--- src/rtl/vga_pkg.sv ---
// Shared VGA timing constants (640x480@60 defaults) and small helpers used by the
// timing generator and downstream renderers.
package vga_pkg;

    localparam int H_DISPLAY_DEF = 640;
    localparam int H_FRONT_DEF   = 16;
    localparam int H_SYNC_DEF    = 96;
    localparam int H_BACK_DEF    = 48;
    localparam int V_DISPLAY_DEF = 480;
    localparam int V_FRONT_DEF   = 10;
    localparam int V_SYNC_DEF    = 2;
    localparam int V_BACK_DEF    = 33;
    localparam int CLK_DIV_DEF   = 4;
    localparam int CW_DEF        = 10;

    // Registered decode of the raster position, kept together so it updates atomically.
    typedef struct packed {
        logic video_on;
        logic hsync;
        logic vsync;
    } decode_t;

    function automatic int clog2(input int value);
        int result;
        result = 0;
        for (int v = value - 1; v > 0; v = v >> 1) begin
            result = result + 1;
        end
        return result;
    endfunction

    function automatic int total(input int display, input int front, input int sync, input int back);
        return display + front + sync + back;
    endfunction

    localparam int H_TOTAL_DEF = total(H_DISPLAY_DEF, H_FRONT_DEF, H_SYNC_DEF, H_BACK_DEF);
    localparam int V_TOTAL_DEF = total(V_DISPLAY_DEF, V_FRONT_DEF, V_SYNC_DEF, V_BACK_DEF);

endpackage

--- src/rtl/pix_ce_div.sv ---
// Pixel clock-enable generator: one-cycle strobe every CLK_DIV enabled clk cycles.
module pix_ce_div
    import vga_pkg::*;
#(
    parameter int CLK_DIV = CLK_DIV_DEF
) (
    input  logic clk,
    input  logic reset,
    input  logic enable,
    output logic pix_ce
);

    localparam int DW = (clog2(CLK_DIV) > 0) ? clog2(CLK_DIV) : 1;
    localparam logic [DW-1:0] LAST = DW'(CLK_DIV - 1);

    logic [DW-1:0] count_reg;
    logic          at_last;

    assign at_last = (count_reg == LAST);

    always_ff @(posedge clk or posedge reset) begin
        if (reset) begin
            count_reg <= '0;
        end else if (enable) begin
            count_reg <= at_last ? '0 : count_reg + DW'(1);
        end
    end

    // With CLK_DIV = 1 the counter sits at LAST permanently, so reset must mask the strobe.
    assign pix_ce = enable & at_last & ~reset;

endmodule

--- src/rtl/vga_timing_gen.sv ---
// Parametrised VGA raster generator: x/y counters advanced by pix_ce, with sync,
// blanking and line/frame pulses registered from the next-state counters.
module vga_timing_gen
    import vga_pkg::*;
#(
    parameter int   H_DISPLAY = H_DISPLAY_DEF,
    parameter int   H_FRONT   = H_FRONT_DEF,
    parameter int   H_SYNC    = H_SYNC_DEF,
    parameter int   H_BACK    = H_BACK_DEF,
    parameter int   V_DISPLAY = V_DISPLAY_DEF,
    parameter int   V_FRONT   = V_FRONT_DEF,
    parameter int   V_SYNC    = V_SYNC_DEF,
    parameter int   V_BACK    = V_BACK_DEF,
    parameter int   CLK_DIV   = CLK_DIV_DEF,
    parameter logic SYNC_POL  = 1'b0,
    parameter int   CW        = CW_DEF
) (
    input  logic          clk,
    input  logic          reset,
    input  logic          enable,
    output logic          pix_ce,
    output logic [CW-1:0] x,
    output logic [CW-1:0] y,
    output logic          video_on,
    output logic          hsync,
    output logic          vsync,
    output logic          new_line,
    output logic          new_frame,
    output logic [15:0]   frame_count
);

    localparam int H_TOTAL = total(H_DISPLAY, H_FRONT, H_SYNC, H_BACK);
    localparam int V_TOTAL = total(V_DISPLAY, V_FRONT, V_SYNC, V_BACK);
    localparam int XW      = CW + 1;

    localparam logic [CW-1:0] H_LAST = CW'(H_TOTAL - 1);
    localparam logic [CW-1:0] V_LAST = CW'(V_TOTAL - 1);

    // Decode bounds carry one extra bit so a boundary equal to 2^CW stays representable.
    localparam logic [CW:0] H_ACT      = XW'(H_DISPLAY);
    localparam logic [CW:0] HS_BEGIN   = XW'(H_DISPLAY + H_FRONT);
    localparam logic [CW:0] HS_END     = XW'(H_DISPLAY + H_FRONT + H_SYNC);
    localparam logic [CW:0] V_ACT      = XW'(V_DISPLAY);
    localparam logic [CW:0] VS_BEGIN   = XW'(V_DISPLAY + V_FRONT);
    localparam logic [CW:0] VS_END     = XW'(V_DISPLAY + V_FRONT + V_SYNC);

    logic [CW-1:0] x_reg, y_reg;
    logic [CW-1:0] x_next, y_next;
    logic [CW:0]   x_ext, y_ext;
    decode_t       decode_reg, decode_next;
    logic          new_line_reg, new_frame_reg;
    logic          line_start, frame_start;
    logic [15:0]   frame_count_reg;

    pix_ce_div #(
        .CLK_DIV (CLK_DIV)
    ) u_div (
        .clk    (clk),
        .reset  (reset),
        .enable (enable),
        .pix_ce (pix_ce)
    );

    always_comb begin
        x_next = x_reg;
        y_next = y_reg;
        if (pix_ce) begin
            if (x_reg == H_LAST) begin
                x_next = '0;
                y_next = (y_reg == V_LAST) ? '0 : y_reg + CW'(1);
            end else begin
                x_next = x_reg + CW'(1);
            end
        end
    end

    assign line_start  = pix_ce && (x_next == '0);
    assign frame_start = line_start && (y_next == '0);

    assign x_ext = {1'b0, x_next};
    assign y_ext = {1'b0, y_next};

    always_comb begin
        decode_next          = '0;
        decode_next.video_on = (x_ext < H_ACT) && (y_ext < V_ACT);
        decode_next.hsync    = ((x_ext >= HS_BEGIN) && (x_ext < HS_END)) ? SYNC_POL : ~SYNC_POL;
        decode_next.vsync    = ((y_ext >= VS_BEGIN) && (y_ext < VS_END)) ? SYNC_POL : ~SYNC_POL;
    end

    always_ff @(posedge clk or posedge reset) begin
        if (reset) begin
            x_reg           <= H_LAST;
            y_reg           <= V_LAST;
            decode_reg      <= '{video_on: 1'b0, hsync: ~SYNC_POL, vsync: ~SYNC_POL};
            new_line_reg    <= 1'b0;
            new_frame_reg   <= 1'b0;
            frame_count_reg <= '0;
        end else if (enable) begin
            x_reg         <= x_next;
            y_reg         <= y_next;
            decode_reg    <= decode_next;
            new_line_reg  <= line_start;
            new_frame_reg <= frame_start;
            if (frame_start) begin
                frame_count_reg <= frame_count_reg + 16'd1;
            end
        end
    end

    assign x           = x_reg;
    assign y           = y_reg;
    assign video_on    = decode_reg.video_on;
    assign hsync       = decode_reg.hsync;
    assign vsync       = decode_reg.vsync;
    assign frame_count = frame_count_reg;

    // A pulse caught by an enable drop is held and shown once counting resumes.
    assign new_line  = new_line_reg & enable;
    assign new_frame = new_frame_reg & enable;

endmodule

--- config.mk ---
export PLATFORM = sky130hd
export DESIGN_NAME = vga_timing_gen
export DESIGN_NICKNAME = d
export VERILOG_FILES = /design/src/rtl/vga_pkg.sv /design/src/rtl/pix_ce_div.sv /design/src/rtl/vga_timing_gen.sv
export SDC_FILE = /design/constraint.sdc
export NUM_CORES = 1
export LEC_CHECK = 0
export BUFFER_PORTS_ARGS = -buffer_cell sky130_fd_sc_hd__buf_4
export CORE_MARGIN = 3
export CORE_UTILIZATION = 62
export CTS_BUF_LIST = sky130_fd_sc_hd__clkbuf_4
export DETAILED_ROUTE_END_ITERATION = 6
export PLACE_DENSITY = 0.88
export SLEW_MARGIN = 15
export SYNTH_ARGS = -nofsm -noshare
export SYNTH_HDL_FRONTEND = slang
export SYNTH_SLANG_ARGS = --single-unit
--- constraint.sdc ---
create_clock -name clk -period 5.3 [get_ports clk]
set_clock_uncertainty 0.15 [all_clocks]
set_input_delay 0 -clock clk [delete_from_list [all_inputs] [get_ports clk]]
set_output_delay 0 -clock clk [all_outputs]
set_load 0.02 [all_outputs]
; ---- Word level (Yosys, flattened, before mapping)
; Index checks and enable logic that the tools add are counted.
[word_totals]
regBits = 43
out_inout_bits = 42
[op_classes]
add_sub_neg = 4
order_cmp = 6
n_eq_ne = 3
n_mux = 8
bitwise_logic = 5
n_reduce_logical = 8
[ops]
columns = operator, n
row1 = two-way mux 10 bit, 5
row2 = "adder 10 x 1 -> 10 bit, second input constant", 2
row3 = "== test 10 bit, second input constant", 2
row4 = zero test 10 bit, 2
row5 = "less-than comparator 10 bit, second input constant", 2
row6 = "less-than comparator 10 x 9 -> 1 bit, second input constant", 2
row7 = "adder 16 x 1 -> 16 bit, second input constant", 1
row8 = "greater-or-equal comparator 10 bit, second input constant", 1
row9 = "greater-or-equal comparator 10 x 9 -> 1 bit, second input constant", 1
row10 = logical AND 1 bit, 5
row11 = AND 1 bit, 4
row12 = "adder 2 x 1 -> 2 bit, second input constant", 1
row13 = "== test 2 bit, second input constant", 1
row14 = two-way mux 1 bit, 2
row15 = two-way mux 2 bit, 1
row16 = AND reduction 2 bit, 1
row17 = inverter 1 bit, 1

; ---- Logic depth before layout (Yosys ltp)
[logic_depth]
word_depth = 8
depth_mapped = 12
depth_no_buf = 10

; ---- Cells and area by module
; From an unflattened synthesis, not the netlist that was laid out.
[hier_totals]
hier_cells = 302
hier_area_um2 = 2697.6
[by_module_without_submodules]
columns = module, n_inst, cells_per_inst, area_each_um2
row1 = vga_timing_gen, 1, 294, 2597.5
row2 = pix_ce_div, 1, 8, 100.1

; ---- Worst setup path after synthesis
; Ideal clock, no wire load.
[synth_path]
path_kind = register to register
startpoint = register x_reg[0] (netlist: x[0])
endpoint = register frame_count_reg[7] (netlist: frame_count[7])
setup_ns = 0.131
arrival_time_ns = 2.875
required_ns = 5.019
setup_slack_ns = 2.144
stages_incl_launch_ff = 12
path_cell_list = dfstp_2 > ha_1 > nand4_2 > nor4_4 > a21oi_2 > or4_1 > nor3_2 > o2111a_1 > buf_6 > buf_12 > nand3_2 > xnor2_1
[synth_via]
elab_chain_len = 7
elab_cells_between_ends = 11
cone_classes = add/sub: 1 / eq/ne: 1 / mux: 4 / reduce/logical: 5
[synth_lines]
columns = item, line
row1 = "start, declared", vga_timing_gen.sv:47  ; logic [CW-1:0] x_reg, y_reg;
row2 = "start signal, assigned", vga_timing_gen.sv:99  ; x_reg <= x_next;
row3 = adder 10 x 1 -> 10 bit or == test 10 bit (tied branches), "vga_timing_gen.sv:72, vga_timing_gen.sv:68"
row4 = two-way mux 10 bit, vga_timing_gen.sv:68  ; if (x_reg == H_LAST) begin
row5 = two-way mux 10 bit, vga_timing_gen.sv:67  ; if (pix_ce) begin
row6 = zero test 10 bit, vga_timing_gen.sv:77  ; assign line_start = pix_ce && (x_next == '0);
row7 = logical AND 1 bit, vga_timing_gen.sv:77
row8 = logical AND 1 bit (*), vga_timing_gen.sv:78  ; assign frame_start = line_start && (y_next == '0);
row9 = AND reduction 2 bit (no source line) (*), -
row10 = "end signal, assigned", vga_timing_gen.sv:105  ; frame_count_reg <= frame_count_reg + 16'd1;
row11 = "end, declared", vga_timing_gen.sv:53  ; logic [15:0] frame_count_reg;
; Every way passes the cells marked *; elsewhere a longest branch is shown, timed or not.
; A chain may end at the register's enable or synchronous reset.

; ---- Final worst setup path
[layout_path]
startpoint = register x_reg[0] (netlist: x[0])
endpoint = register frame_count_reg[1] (netlist: frame_count[1])
; Same word-level chain as after synthesis.

==> impl_summary.md <==
Run status
The flow ran to the end, and the final reports show no timing, DRC or antenna violations.

Logic synthesis
The Yosys step of the flow raised 0 warnings. In this run the mean area of a mapped cell was 10.4 µm². The share of synthesized area in the top cell type comes to 0.328. The number of enable flip-flop cells after synthesis is 0.

Of all flip-flops after synthesis, the portion carrying an async set or reset was 1.00. The sequential fraction of the synthesis area is 0.462. The commonest cells after synthesis are 31 x dfrtp_1, 23 x xnor2_1, 21 x nand2_1. For this run, the leading register cell type out of synthesis is dfrtp_1. After synthesis the cells add up to 2360 µm². The post-synthesis net count is 235. The library cell with the highest instance count after synthesis is dfrtp_1. Counting every instance in the synthesized netlist gives 227.

The post-synthesis sequential element count is 43. Synthesis instantiated 53 different standard cells from the library. Ranked by total cell area, the synthesized netlist is headed by dfrtp_1 33%, dfstp_2 13%, xnor2_1 8.5%.

The cell accounting for the most synthesized area is dfrtp_1.

Floorplanning
The number of standard-cell rows in the floorplan is 21. The die covers 4590 µm². 45 I/O pins were placed. For this configuration, the core starts out at a cell density of 0.676. The core box area is 3490 µm². The width of the die is 67.7 µm. Measured along the y axis, the die boundary spans 67.7 µm.

STA
The maximum clock rate is 0.249 GHz. The post-route minimum period is 4.02 ns. The final-report setup violation count is 0. The final-report max-slew violation count is 0. After routing, the total negative slack on setup checks comes to 0 ns.

In the finished design, the share of the clock period the worst path needs comes to 0.759. Setup repair after global routing left no endpoint under its margin. In this run the tightest slew margin relative to its limit is 0.430.

The final hold violation count is 0. At the pin with the least slew margin, the transition time is 0.848 ns.

Route
In this run, the number of DRC markers left after iteration 0 of detailed routing was 192. For this run, design rule violations remaining after detail routing come to 0. The count of nets left with antenna violations once routing finished came out at 0.

In the final routed layout, each cell accounts on average for 15.4 µm. The via density per instance is 5.91. For this block, the via count after detailed routing is 1891. The final wirelength is 4920 µm. The first detailed-routing pass took 4 iterations.

Setup path
The critical path contains buffers and inverters numbering 0 combined. The critical-path cell with the highest stage delay is nor4_4. At the worst endpoint, the arrival time is 4.13 ns. The signal on the critical path passes through ha_1, nand4_2, nor4_4, a21oi_2, or4_1, nor3_2, o2111a_1, mux2_2.

The worst setup path is launched from a flip-flop. The data required time of the critical path is 5.41 ns. On the critical path the largest part of the delay comes from simple AND/OR/NAND/NOR gates.

On the worst path, the slowest cell contributes a delay of 0.78 ns. The worst setup path is of the reg -> reg kind. The element type at the critical path end is a flip-flop.

The maximum fanout encountered on the critical timing path is 18.

Place
At the end of routability-driven placement, the weighted congestion stood at 0.827. The number of placed instances, taps included, is 310. Detailed placement ended at an HPWL of 3500 µm. The count of port buffers added during placement is 44.

Power and ir drop
Across the VDD grid, the largest voltage drop is 230 µV. The sequential power share is 0.546. Of the total power, the share spent switching nets is 0.277. The share of total power dissipated in the clock network is 0.297.

In this run the power spent charging and discharging nets is 192 µW. The combinational group share of total power is 0.157. Internal power comes to 502 µW. For this design the ratio of total power to cell area is 251 nW/µm².

For this design the static power due to leakage is 1.30 nW.

Global routing
The overflow left after global routing is 0. The global router's overall resource usage is 0.235. The global-route wire length before repair is 8030 µm. The number of antenna violations at the first check in global routing is 0.

The number of global-route vias before repair is 1719. Entering global routing, the biggest net connects 44 pins.

Clocking
Clock tree synthesis selected as its root buffer the cell clkbuf_4. The number of CTS-inserted buffers is 5. The clock latency on the worst-skew pair is 0.36 ns. After clock tree synthesis, the clock-pin slew on the worst setup and hold paths is 0.13 ns. Gates resized during post-CTS repair numbered 0. CTS saw 43 sinks. TritonCTS built the clock tree. The H-tree level count is 2. The number of buffers between clock root and the deepest sink is 2.

Flow run
The tool flagged a number of max-cap violations equal to 0.

Final layout
The repair_antennas step left the layout with diodes totalling 0. In the final layout, the share of cells above drive strength 1 is 0.318. The register with the most flip-flops in the layout has 16 of them. The number of nets in the layout is 281. The count of placed standard cells in the final layout, fillers left out is 320. Compared with the post-synthesis result, the final layout area differs by 17.1%.

Worst hold path
The tightest min-delay check is of the in -> async type.
tightest hold or removal path, cell delays in order:
cell	delay, ns
dlygate4sd3_1	0.54
buf_4	0.14
inv_1	0.05
buf_4	0.44
power by group through the flow:
stage          Combinational, mW  Clock, mW  Sequential [mW]
2_1_floorplan             0.0740          0            0.389
3_3_place_gp               0.106          0            0.383
3_5_place_dp               0.109          0            0.385
4_1_cts                    0.111      0.206            0.379
5_1_grt                    0.122      0.225            0.383
6_report                   0.109      0.206            0.379
per-stage QoR:
step                      area (µm²)   util  hold WS, ns  power (mW)  setup WS, ns
final                           2770  0.792        0.181       0.694          1.28
after global routing            2770  0.792        0.218       0.729          1.10
after CTS                       2770  0.792        0.205       0.696          1.33
after detailed placement        2670  0.764       0.0348       0.494          1.38
after global placement          2670  0.764       0.0211       0.488          1.44
after floorplan                 2360      -       0.0970       0.463          2.14
layout make-up:
| cell class | instances | area [µm²] |
|---|---|---|
| multi-input combinational | 167 | 1150 |
| sequential | 43 | 1090 |
| fill | 264 | 727 |
| timing repair buffer | 47 | 358 |
| tap | 46 | 57.6 |
| clock inverter | 3 | 38.8 |
| clock buffer | 5 | 37.5 |
| inverter | 9 | 33.8 |
logic make-up after synthesis:
kind of cell | count (synthesis) | synth area share
and+or+nand+nor | 104 | 0.266
DFF | 43 | 0.462
AOI/OAI and AO/OA | 27 | 0.0752
xor gates and xnor gates | 27 | 0.100
buffers and inverters | 17 | 0.0514
adders and majority gates | 5 | 0.0265
muxes | 4 | 0.0191
path summary, 6_finish.rpt:
kind,slack (ns),cells after the start,start,endpoint
setup / recovery,1.28,8,x[0],frame_count[1]
hold / removal,0.18,4,reset,frame_count[13]
setup reg to reg,1.28,8,x[0],frame_count[1]
hold reg to reg,0.35,1,frame_count[11],frame_count[11]
max in group asynchronous,4.44,4,reset,x[8]
min in group clk,0.31,3,enable,vsync
repair_timing:
item / in CTS / in global routing
hold buffers: 2 / 0
buffers inserted: 0 / 0
endpoints found under the hold margin: 50 / 0
cell usage in the layout, fill, tap and decap left out, types with 2 or more instances in the layout:
cell and n:
buf_4 45, dfrtp_1 31, xnor2_1 23, nand2_1 21, nor2_1 13, nand4_1 12
nand3_1 12, dfstp_2 12, nor3_1 10, inv_1 9, o21ai_0 7, a21oi_1 6
ha_1 5, clkbuf_4 5, and3_1 4, mux2_2 4, xor2_1 4, a21o_2 3
and4_1 3, or3_1 3, and3_2 2, a21o_1 2, o31ai_1 2, or4_2 2
nor4_1 2, a31oi_1 2, and2_1 2, dlygate4sd3_1 2
metal layers:
layer / part of all wire / global-route usage / up-vias
li1: - / - / 908
met1: 0.44 / 0.314 / 917
met2: 0.49 / 0.367 / 60
met3: 0.059 / 0.0666 / 6
met4: 0.011 / 0.0759 / 0
met5: 0 / 0 / -
(Power assumes the default switching activity.)
